## config.mk

```make
export PLATFORM = sky130hd
export DESIGN_NAME = store_issue
export DESIGN_NICKNAME = d
export VERILOG_FILES = /design/src/rtl/store_issue_pkg.sv /design/src/rtl/store_buffer_fifo.sv /design/src/rtl/store_issue.sv
export SDC_FILE = /design/constraint.sdc
export NUM_CORES = 1
export LEC_CHECK = 0
export ABC_AREA = 0
export ABC_CLOCK_PERIOD_IN_PS = 5090
export BUFFER_PORTS_ARGS = -buffer_cell sky130_fd_sc_hd__buf_4
export CAP_MARGIN = 20
export CORE_ASPECT_RATIO = 0.6
export CORE_MARGIN = 2
export CORE_UTILIZATION = 60
export DETAILED_ROUTE_END_ITERATION = 7
export PLACE_DENSITY = 0.94
export SETUP_SLACK_MARGIN = 0.05
export SYNTH_ARGS = -nofsm -noshare
export SYNTH_HDL_FRONTEND = slang
export SYNTH_SLANG_ARGS = --single-unit
```

## constraint.sdc

```tcl
create_clock -name clk -period 5.09 [get_ports clk]
set_input_delay 0.509 -clock clk [delete_from_list [all_inputs] [get_ports clk]]
set_output_delay 0.509 -clock clk [all_outputs]
set_load 0.02 [all_outputs]
```

## src/rtl/store_issue_pkg.sv

```systemverilog
// Shared constants for store_issue: bus widths, size codes,
// drain FSM states and the store-buffer entry layout.
package store_issue_pkg;

    localparam int ADDR_W = 32;
    localparam int DATA_W = 32;
    localparam int STRB_W = DATA_W / 8;
    localparam int WORD_W = ADDR_W - 2;

    localparam logic [1:0] SIZE_BYTE = 2'b00;
    localparam logic [1:0] SIZE_HALF = 2'b01;
    localparam logic [1:0] SIZE_WORD = 2'b10;

    typedef enum logic [1:0] {
        ST_IDLE = 2'b00,
        ST_REQ  = 2'b01,
        ST_WAIT = 2'b10
    } sb_state_e;

    typedef struct packed {
        logic [ADDR_W-1:0] addr;
        logic [1:0]        size;
        logic [DATA_W-1:0] wdata;
        logic [STRB_W-1:0] wstrb;
    } sb_entry_t;

    function automatic logic word_hit(
        input logic              valid,
        input logic [WORD_W-1:0] a,
        input logic [WORD_W-1:0] b
    );
        return valid & (a == b);
    endfunction

endpackage

```

## src/rtl/store_buffer_fifo.sv

```systemverilog
// Circular store buffer; exposes every slot's word address and
// occupancy so the issue stage can check load hazards.
module store_buffer_fifo
    import store_issue_pkg::*;
#(
    parameter int DEPTH = 4,
    parameter int CNT_W = 3
) (
    input  logic                          clk,
    input  logic                          rst,
    input  logic                          push_i,
    input  sb_entry_t                     push_entry_i,
    input  logic                          pop_i,
    output sb_entry_t                     head_o,
    output logic [CNT_W-1:0]              count_o,
    output logic [DEPTH-1:0]              ent_valid_o,
    output logic [DEPTH-1:0][WORD_W-1:0]  ent_word_o
);

    localparam int PTR_W = $clog2(DEPTH);

    sb_entry_t        mem_q [DEPTH];
    logic [PTR_W-1:0] head_q;
    logic [PTR_W-1:0] head_d;
    logic [PTR_W-1:0] tail_q;
    logic [PTR_W-1:0] tail_d;
    logic [CNT_W-1:0] count_q;
    logic [CNT_W-1:0] count_d;

    always_comb begin
        head_d  = head_q;
        tail_d  = tail_q;
        count_d = count_q;
        if (push_i) tail_d = tail_q + 1'b1;
        if (pop_i)  head_d = head_q + 1'b1;
        unique case ({push_i, pop_i})
            2'b10:   count_d = count_q + 1'b1;
            2'b01:   count_d = count_q - 1'b1;
            default: count_d = count_q;
        endcase
    end

    always_ff @(posedge clk or posedge rst) begin
        if (rst) begin
            head_q  <= '0;
            tail_q  <= '0;
            count_q <= '0;
        end else begin
            head_q  <= head_d;
            tail_q  <= tail_d;
            count_q <= count_d;
        end
    end

    // Payload storage carries no reset; occupancy is tracked by count_q.
    always_ff @(posedge clk) begin
        if (push_i) mem_q[tail_q] <= push_entry_i;
    end

    always_comb begin
        logic [PTR_W-1:0] off;
        off = '0;
        for (int i = 0; i < DEPTH; i++) begin
            off            = PTR_W'(i) - head_q;
            ent_valid_o[i] = CNT_W'(off) < count_q;
            ent_word_o[i]  = mem_q[i].addr[ADDR_W-1:2];
        end
    end

    assign head_o  = mem_q[head_q];
    assign count_o = count_q;

endmodule

```

## src/rtl/store_issue.sv

```systemverilog
// Store alignment, buffering and bus drain. Define
// STORE_HAZARD_CHECK_EN for word-exact load hazard compare.
module store_issue
    import store_issue_pkg::*;
#(
    parameter int DEPTH = 4,
    parameter int CNT_W = 3
) (
    input  logic              clk,
    input  logic              rst,
    input  logic              st_valid,
    input  logic [31:0]       st_addr,
    input  logic [31:0]       st_data,
    input  logic [1:0]        st_size,
    output logic              st_ready,
    output logic              st_ades,
    input  logic [31:0]       load_addr,
    input  logic              load_valid,
    output logic              load_conflict,
    output logic              data_req,
    output logic              data_wr,
    output logic [1:0]        data_size,
    output logic [31:0]       data_addr,
    output logic [31:0]       data_wdata,
    output logic [3:0]        data_wstrb,
    input  logic              data_addr_ok,
    input  logic              data_data_ok,
    output logic [CNT_W-1:0]  sb_count,
    output logic              sb_empty
);

    logic [1:0]        off;
    logic              misalign;
    logic [STRB_W-1:0] al_wstrb;
    logic [DATA_W-1:0] al_wdata;

    assign off = st_addr[1:0];

    always_comb begin
        misalign = 1'b0;
        al_wstrb = '0;
        al_wdata = '0;
        unique case (st_size)
            SIZE_BYTE: begin
                al_wstrb = 4'b0001 << off;
                al_wdata = {4{st_data[7:0]}};
            end
            SIZE_HALF: begin
                misalign = off[0];
                al_wstrb = off[1] ? 4'b1100 : 4'b0011;
                al_wdata = {2{st_data[15:0]}};
            end
            SIZE_WORD: begin
                misalign = |off;
                al_wstrb = 4'b1111;
                al_wdata = st_data;
            end
            default: misalign = 1'b1;
        endcase
    end

    assign st_ades  = st_valid & misalign;
    assign st_ready = sb_count != CNT_W'(DEPTH);

    logic      enq;
    logic      pop;
    sb_entry_t new_ent;
    sb_entry_t head;

    assign enq           = st_valid & st_ready & ~st_ades;
    assign new_ent.addr  = st_addr;
    assign new_ent.size  = st_size;
    assign new_ent.wdata = al_wdata;
    assign new_ent.wstrb = al_wstrb;

    logic [DEPTH-1:0]             ent_valid;
    logic [DEPTH-1:0][WORD_W-1:0] ent_word;

    store_buffer_fifo #(
        .DEPTH (DEPTH),
        .CNT_W (CNT_W)
    ) u_fifo (
        .clk          (clk),
        .rst          (rst),
        .push_i       (enq),
        .push_entry_i (new_ent),
        .pop_i        (pop),
        .head_o       (head),
        .count_o      (sb_count),
        .ent_valid_o  (ent_valid),
        .ent_word_o   (ent_word)
    );

    assign sb_empty = sb_count == '0;

    sb_state_e        state_q;
    logic             req_q;
    logic [CNT_W-1:0] cnt_nxt;
    logic             more;

    assign pop = (state_q == ST_REQ  & data_addr_ok & data_data_ok)
               | (state_q == ST_WAIT & data_data_ok);

    // Occupancy after this edge, counting a same-cycle enqueue.
    assign cnt_nxt = sb_count - CNT_W'(1) + CNT_W'(enq);
    assign more    = cnt_nxt != '0;

    always_ff @(posedge clk or posedge rst) begin
        if (rst) begin
            state_q <= ST_IDLE;
            req_q   <= 1'b0;
        end else begin
            unique case (state_q)
                ST_IDLE: begin
                    if (!sb_empty) begin
                        state_q <= ST_REQ;
                        req_q   <= 1'b1;
                    end
                end
                ST_REQ: begin
                    if (data_addr_ok && data_data_ok) begin
                        state_q <= more ? ST_REQ : ST_IDLE;
                        req_q   <= more;
                    end else if (data_addr_ok) begin
                        state_q <= ST_WAIT;
                        req_q   <= 1'b0;
                    end
                end
                ST_WAIT: begin
                    if (data_data_ok) begin
                        state_q <= more ? ST_REQ : ST_IDLE;
                        req_q   <= more;
                    end
                end
                default: begin
                    state_q <= ST_IDLE;
                    req_q   <= 1'b0;
                end
            endcase
        end
    end

    assign data_req   = req_q;
    assign data_wr    = req_q;
    assign data_size  = req_q ? head.size  : '0;
    assign data_addr  = req_q ? head.addr  : '0;
    assign data_wdata = req_q ? head.wdata : '0;
    assign data_wstrb = req_q ? head.wstrb : '0;

`ifdef STORE_HAZARD_CHECK_EN
    logic hit;

    always_comb begin
        hit = 1'b0;
        for (int i = 0; i < DEPTH; i++) begin
            hit = hit | word_hit(ent_valid[i], ent_word[i],
                                 load_addr[ADDR_W-1:2]);
        end
    end

    assign load_conflict = load_valid & hit;

    logic unused_ok;
    assign unused_ok = &{1'b0, load_addr[1:0]};
`else
    // Conservative: any buffered store blocks the load.
    assign load_conflict = load_valid & ~sb_empty;

    logic unused_ok;
    assign unused_ok = &{1'b0, ent_valid, ent_word, load_addr};
`endif

endmodule

```

# Yosys cells after proc, flatten, opt, wreduce, memory -nomap -nowiden
# Memory sizes are Yosys's and may differ from the RTL's.
# Cells that the tools add are included.
totals:
  output_inout_bits: 79
  reg_bits: 10
  mem_bits_rw: 280
  elab_cells: 62
  inputBits: 104
  mem_bits_ro: 0
  latch_bits: 0
  mem_count: 1
classes:
  multipliers: 0
  n_reduce_logical: 8
  div: 0
  n_lt_le_gt_ge: 0
  bitwise_logic: 10
  n_eq_ne: 10
  n_mux: 22
  add_sub_neg: 5
  shifts: 1
mem_list:
  columns: ["name", "depth", "width", "rd", "rd_ports_with_merged_regs", "wr", "line_no", "text"]
  rows:
  - ["u_fifo.mem_q", 4, 70, 1, 0, 1, "store_buffer_fifo.sv:22", "sb_entry_t mem_q [DEPTH];"]
ops:
  columns: ["op", "count"]
  rows:
  - ["case mux 32 bit (3 select lines)", 1]
  - ["two-way mux 32 bit", 2]
  - ["case mux 4 bit (3 select lines)", 1]
  - ["two-way mux 2 bit", 5]
  - ["two-way mux 4 bit", 2]
  - ["AND 1 bit", 7]
  - ["two-way mux 1 bit", 7]
  - ["equality test 2 x 1 -> 1 bit (second input constant)", 3]
  - ["equality test 2 bit (second input constant)", 3]
  - ["case mux 1 bit (3 select lines)", 2]
  - ["case mux 2 bit (3 select lines)", 1]
  - ["case mux 3 bit (2 select lines)", 1]
  - ["adder 2 x 1 -> 2 bit (second input constant)", 2]
  - ["logical NOT 2 bit", 2]
  - ["!= test 2 bit (second input constant)", 2]
  - ["left shift 1 x 2 -> 4 bit (first input constant)", 1]
  - ["adder 3 x 1 -> 3 bit", 1]
  - ["adder 3 x 1 -> 3 bit (second input constant)", 1]
  - ["logical NOT 3 bit", 1]
  - ["!= test 3 x 2 -> 1 bit (second input constant)", 1]
  - ["!= test 3 bit (second input constant)", 1]
  - ["AND reduction 3 bit", 1]
  - ["nonzero test 3 bit", 1]
  - ["subtractor 3 x 1 -> 3 bit (second input constant)", 1]
  - ["5 further kinds", 6]

# Depth between registers and ports, before layout
depth:
  depth_word: 10
  ltp_mapped: 11
  mapped_depth_nobuf: 10

# Hierarchy
# A second synthesis with hierarchy kept.
hier_totals:
  cells_unflattened: 732
  hier_area_um2: 12783.5
modules_own_cells:
  columns: ["mod", "n_inst", "cells_per_inst", "seq_area_each_um2", "area_per_inst_um2"]
  rows:
  - ["store_buffer_fifo", 1, 539, 8583.2, 11558.6]
  - ["store_issue", 1, 193, 50.0, 1224.9]

# Worst setup path before layout
# OpenSTA, ideal clock, no wires.
synth_path:
  path_kind: "reg2reg"
  startpoint: "register u_fifo.count_q[0], in the netlist u_fifo.count_o[0]"
  endpoint: "memory u_fifo.mem_q[0][0] (netlist bit) (enable)"
  stages_incl_launch_ff: 7
  synth_period_minus_slack_ns: 3.397
  path_slack_ns: 1.693
  required_time_ns: 4.654
  setup_time_ns: 0.436
  n_path_buf: 1
  t_arrival_ns: 2.961
  cell_sequence: "dfrtp_1 inv_1 ha_1 nand2_1 and3_1 buf_6 and2_1"
synth_via:
  elab_chain_len: 5
synth_lines:
  columns: ["item", "line_no", "text"]
  rows:
  - ["from (decl)", "store_buffer_fifo.sv:27", "logic [CNT_W-1:0] count_q;"]
  - ["from (signal assigned)", "store_buffer_fifo.sv:51", "count_q <= count_d;"]
  - ["!= test 3 bit", "store_issue.sv:63", "assign st_ready = sb_count != CNT_W'(DEPTH);"]
  - ["via st_ready", "store_issue.sv:15", "output logic st_ready,"]
  - ["AND 1 bit (2 in a row)", "store_issue.sv:70", "assign enq = st_valid & st_ready & ~st_ades;"]
  - ["via enq", "store_issue.sv:65", "logic enq;"]
  - ["two-way mux 1 bit", "store_buffer_fifo.sv:57", "if (push_i) mem_q[tail_q] <= push_entry_i;"]
  - ["two-way mux 1 bit (implied by the code)", "store_buffer_fifo.sv:57", null]
  - ["to (decl)", "store_buffer_fifo.sv:22", null]
# The timed path passes the listed nets, and every way through them passes these cells.

# Worst setup path after layout
layout_path:
  startpoint: "register u_fifo.head_q[0]"
  endpoint: "output port data_addr[13]"
layout_via:
  elab_chain_len: 2
layout_lines:
  columns: ["item", "line_no", "text"]
  rows:
  - ["from (decl)", "store_buffer_fifo.sv:23", "logic [PTR_W-1:0] head_q;"]
  - ["from (signal assigned)", "store_buffer_fifo.sv:45", "head_q <= '0;"]
  - ["from (signal assigned)", "store_buffer_fifo.sv:49", "head_q <= head_d;"]
  - ["memory (4 x 70 bit)", null, null]
  - ["two-way mux 32 bit", "store_issue.sv:146", "assign data_addr = req_q ? head.addr : '0;"]
  - ["to (decl)", "store_issue.sv:23", "output logic [31:0] data_addr,"]
# Every way passes these cells.

==> impl_metrics.env <==
export IMPL_status="complete, no violations"
export IMPL_power_leakage_nw=5.03
export IMPL_yosysTopAreaCellShare_pct=71.3
export IMPL_core_area_um2=19100
export IMPL_path_buf_inv=2
export IMPL_clock_skew_ns=0.0267
export IMPL_critPathKind="flip-flop to output port"
export IMPL_cts_sinks=289
export IMPL_clk_latency_ns=0.53
export IMPL_grt_pass1_vias=6449
export IMPL_cts_htree_levels=1
export IMPL_grt_max_degree=72
export IMPL_setup_viol_count_final=0
export IMPL_slowest_stage="dfrtp_4"
export IMPL_grt_pass1_wl_um=35800
export IMPL_antenna_found_initial=0
export IMPL_drive_above_1_share_pct=35.7
export IMPL_tightest_slew_ns=1.09
export IMPL_synth_area_leader_cell="edfxtp_1"
export IMPL_die_height_um=113
export IMPL_hold_path_class="input pin to flip-flop"
export IMPL_drv_cap=0
export IMPL_most_common_layout_cells="edfxtp_1, buf_4, and2_1, mux4_2, clkbuf_16"
export IMPL_ys_warn_count=0
export IMPL_start_util_pct=61.6
export IMPL_period_minus_slack_ns=3.33
export IMPL_synth_distinct_cells=32
export IMPL_ys_seq_elements=289
export IMPL_dp_cells=981
export IMPL_setup_tns_ns=0
export IMPL_min_to="u_fifo.mem_q[1][65]$_DFFE_PP_"
export IMPL_place_area_um2=13000
export IMPL_row_count=39
export IMPL_hold_path_cell_count=1
export IMPL_hold_viol=0
export IMPL_drtPass1Iterations=5
export IMPL_crit_family="flip-flops"
export IMPL_hpwl_um=13900
export IMPL_diodes=0
export IMPL_clockBufferDepth=3
export IMPL_layout_commonest_cell="edfxtp_1"
export IMPL_drt_initial_drc_count=507
export IMPL_grt_use_total_pct=23.0
export IMPL_ys_seq_area_share_pct=73.2
export IMPL_ir_drop_mv=0.372
export IMPL_io_buffers=150
export IMPL_worst_setup_path_end_kind="output port"
export IMPL_synth_avg_cell_area_um2=19.7
export IMPL_area_growth_pct=18.2
export IMPL_synth_nets=712
export IMPL_clockRootBuffer="clkbuf_16"
export IMPL_post_route_util_pct=72.8
export IMPL_synth_area_top_cells="edfxtp_1, mux4_2, and2_1"
export IMPL_post_route_period_util_pct=65.4
export IMPL_ctsResizeCount=0
export IMPL_max_freq_mhz=300
export IMPL_fin_area_um2=13900
export IMPL_total_power_mw=7.80
export IMPL_crit_fanout=32
export IMPL_pin_count=183
export IMPL_setup_ws_ns=1.76
export IMPL_max_stage_delay_ns=0.81
export IMPL_power_density_nw_per_um2=560
export IMPL_reg2reg_from="u_fifo.count_o[0]$_DFFE_PP0P_"
export IMPL_seq_area_um2=8640
export IMPL_cts_tree="yes"
export IMPL_multiInputGateArea_um2=2810
export IMPL_slew_limit_headroom_pct=27.1
export IMPL_antenna_left=0
export IMPL_worst_hold_startpoint="st_addr[27]"
export IMPL_clkTransAtPathRegs_ns=0.07
export IMPL_die_area_um2=20800
export IMPL_num_vias=6067
export IMPL_syn_cell_area_um2=11800
export IMPL_drv_slew=0
export IMPL_drt_total_wl_um=23400
export IMPL_finalHoldWorstSlack_ns=0.173
export IMPL_viasPerCell=5.89
export IMPL_place_ws_ns=2.10
export IMPL_final_cells=1030
export IMPL_critPathLaunchType="flip-flop"
export IMPL_synthCells=598
export IMPL_die_x_um=185
export IMPL_gp_congestion=0.856
export IMPL_cts_buffers=26
export IMPL_r2r_slack_ns=2.40
export IMPL_nNetsFinal=860
export IMPL_r2r_end="state_q[0]$_DFFE_PP0P_"
export IMPL_fill_cells=1120
export IMPL_rsz0062_at_grt="false"
export IMPL_drc=0
export IMPL_cp_common_cell="buf_4"
export IMPL_rr_worst_depth=9
export IMPL_crit_required_ns=4.58
export IMPL_cp_cell_sequence="buf_4 -> mux4_2 -> and2_1 -> buf_4"
export IMPL_gr_total_overflow=0
export IMPL_wire_per_inst_um=22.7
export IMPL_cp_arrival_ns=2.82
==> logic make-up (layout without fill, tap and decap cells) <==
logic type / Yosys count / after routing / synth area share (%)
buffers and inverters: 55 / 221 / 3.03
and+or+nand+nor: 112 / 112 / 5.36
muxes: 81 / 81 / 14.4
DFF: 289 / 289 / 73.2
adders and majority gates: 10 / 10 / 1.06
xor gates and xnor gates: 7 / 7 / 0.520
AOI/OAI and AO/OA: 44 / 44 / 2.37
==> sequential cells by signal, summed over array words and instances, names as in the netlist <==
signal,count
u_fifo.mem_q,280
u_fifo.count_o,3
state_q,2
u_fifo.head_q,2
u_fifo.tail_q,2
==> layout make-up <==
| type | count | share of cell area [%] |
|---|---|---|
| clock buffer | 28 | 4.73 |
| clock inverter | 18 | 1.44 |
| inverter | 19 | 0.512 |
| multi-input combinational | 254 | 20.2 |
| sequential | 289 | 62.1 |
| tap | 266 | 2.39 |
| timing repair buffer | 156 | 8.71 |
==> cells in the mapped netlist, drive strengths merged <==
cell type	instances
a211oi	1
a21o	16
a21oi	13
a32oi	1
and2	75
and3	1
and3b	1
buf	22
clkbuf	14
dfrtp	9
edfxtp	280
ha	10
inv	19
mux2	1
mux2i	10
mux4	70
nand2	12
nand2b	2
nand3	1
nor2	16
nor2b	2
nor3	1
o21a	2
o21ai	10
o22ai	1
or4	1
xnor2	4
xor2	3
==> repair_timing <==
| action | CTS | global route |
|---|---|---|
| hold buffers | 1 | 0 |
| buffers inserted | 0 | 0 |
| hold endpoints to repair | 9 | 0 |
==> how the worst max path moves through the flow <==
stage	start	to	slack [ns]	depth (start not counted)
after floorplan	u_fifo.count_o[0]$_DFFE_PP0P_	u_fifo.mem_q[0][0]$_DFFE_PP_	1.69	6
after global placement	st_size[1]	state_q[0]$_DFFE_PP0P_	2.19	9
after detailed placement	st_size[1]	state_q[0]$_DFFE_PP0P_	2.10	9
after CTS	u_fifo.head_q[0]$_DFFE_PP0N_	data_addr[21]	1.65	4
after global routing	u_fifo.head_q[0]$_DFFE_PP0N_	data_addr[21]	1.54	4
final	u_fifo.head_q[0]$_DFFE_PP0N_	data_addr[13]	1.76	4
==> worst reg2reg max path: stages, from the launching register on <==
cell and delay, ns:
dfrtp_1 0.40, inv_1 0.11, ha_1 0.23, nand2_1 0.10, and3_1 0.38, ha_1 0.23, ha_1 0.24, or4_1 0.53
a32oi_1 0.22, a211oi_1 0.08
==> routing by layer <==
metal | GRT usage (%) | vias to the layer above | wire length [um]
li1 | - | 2635 | -
met1 | 33.0 | 3099 | 9530
met3 | 5.16 | 35 | 2150
met5 | 0 | - | 0
met2 | 36.9 | 298 | 11300
met4 | 4.97 | 0 | 406
==> power by group <==
| group | switching (mW) | leakage, nW | internal [mW] |
|---|---|---|---|
| Combinational | 1.31 | 1.94 | 1.30 |
| Sequential | 0.303 | 2.66 | 2.92 |
| Clock | 0.830 | 0.428 | 1.14 |
| Total | 2.45 | 5.03 | 5.35 |
Note: power is estimated with default switching activity, not from simulation.
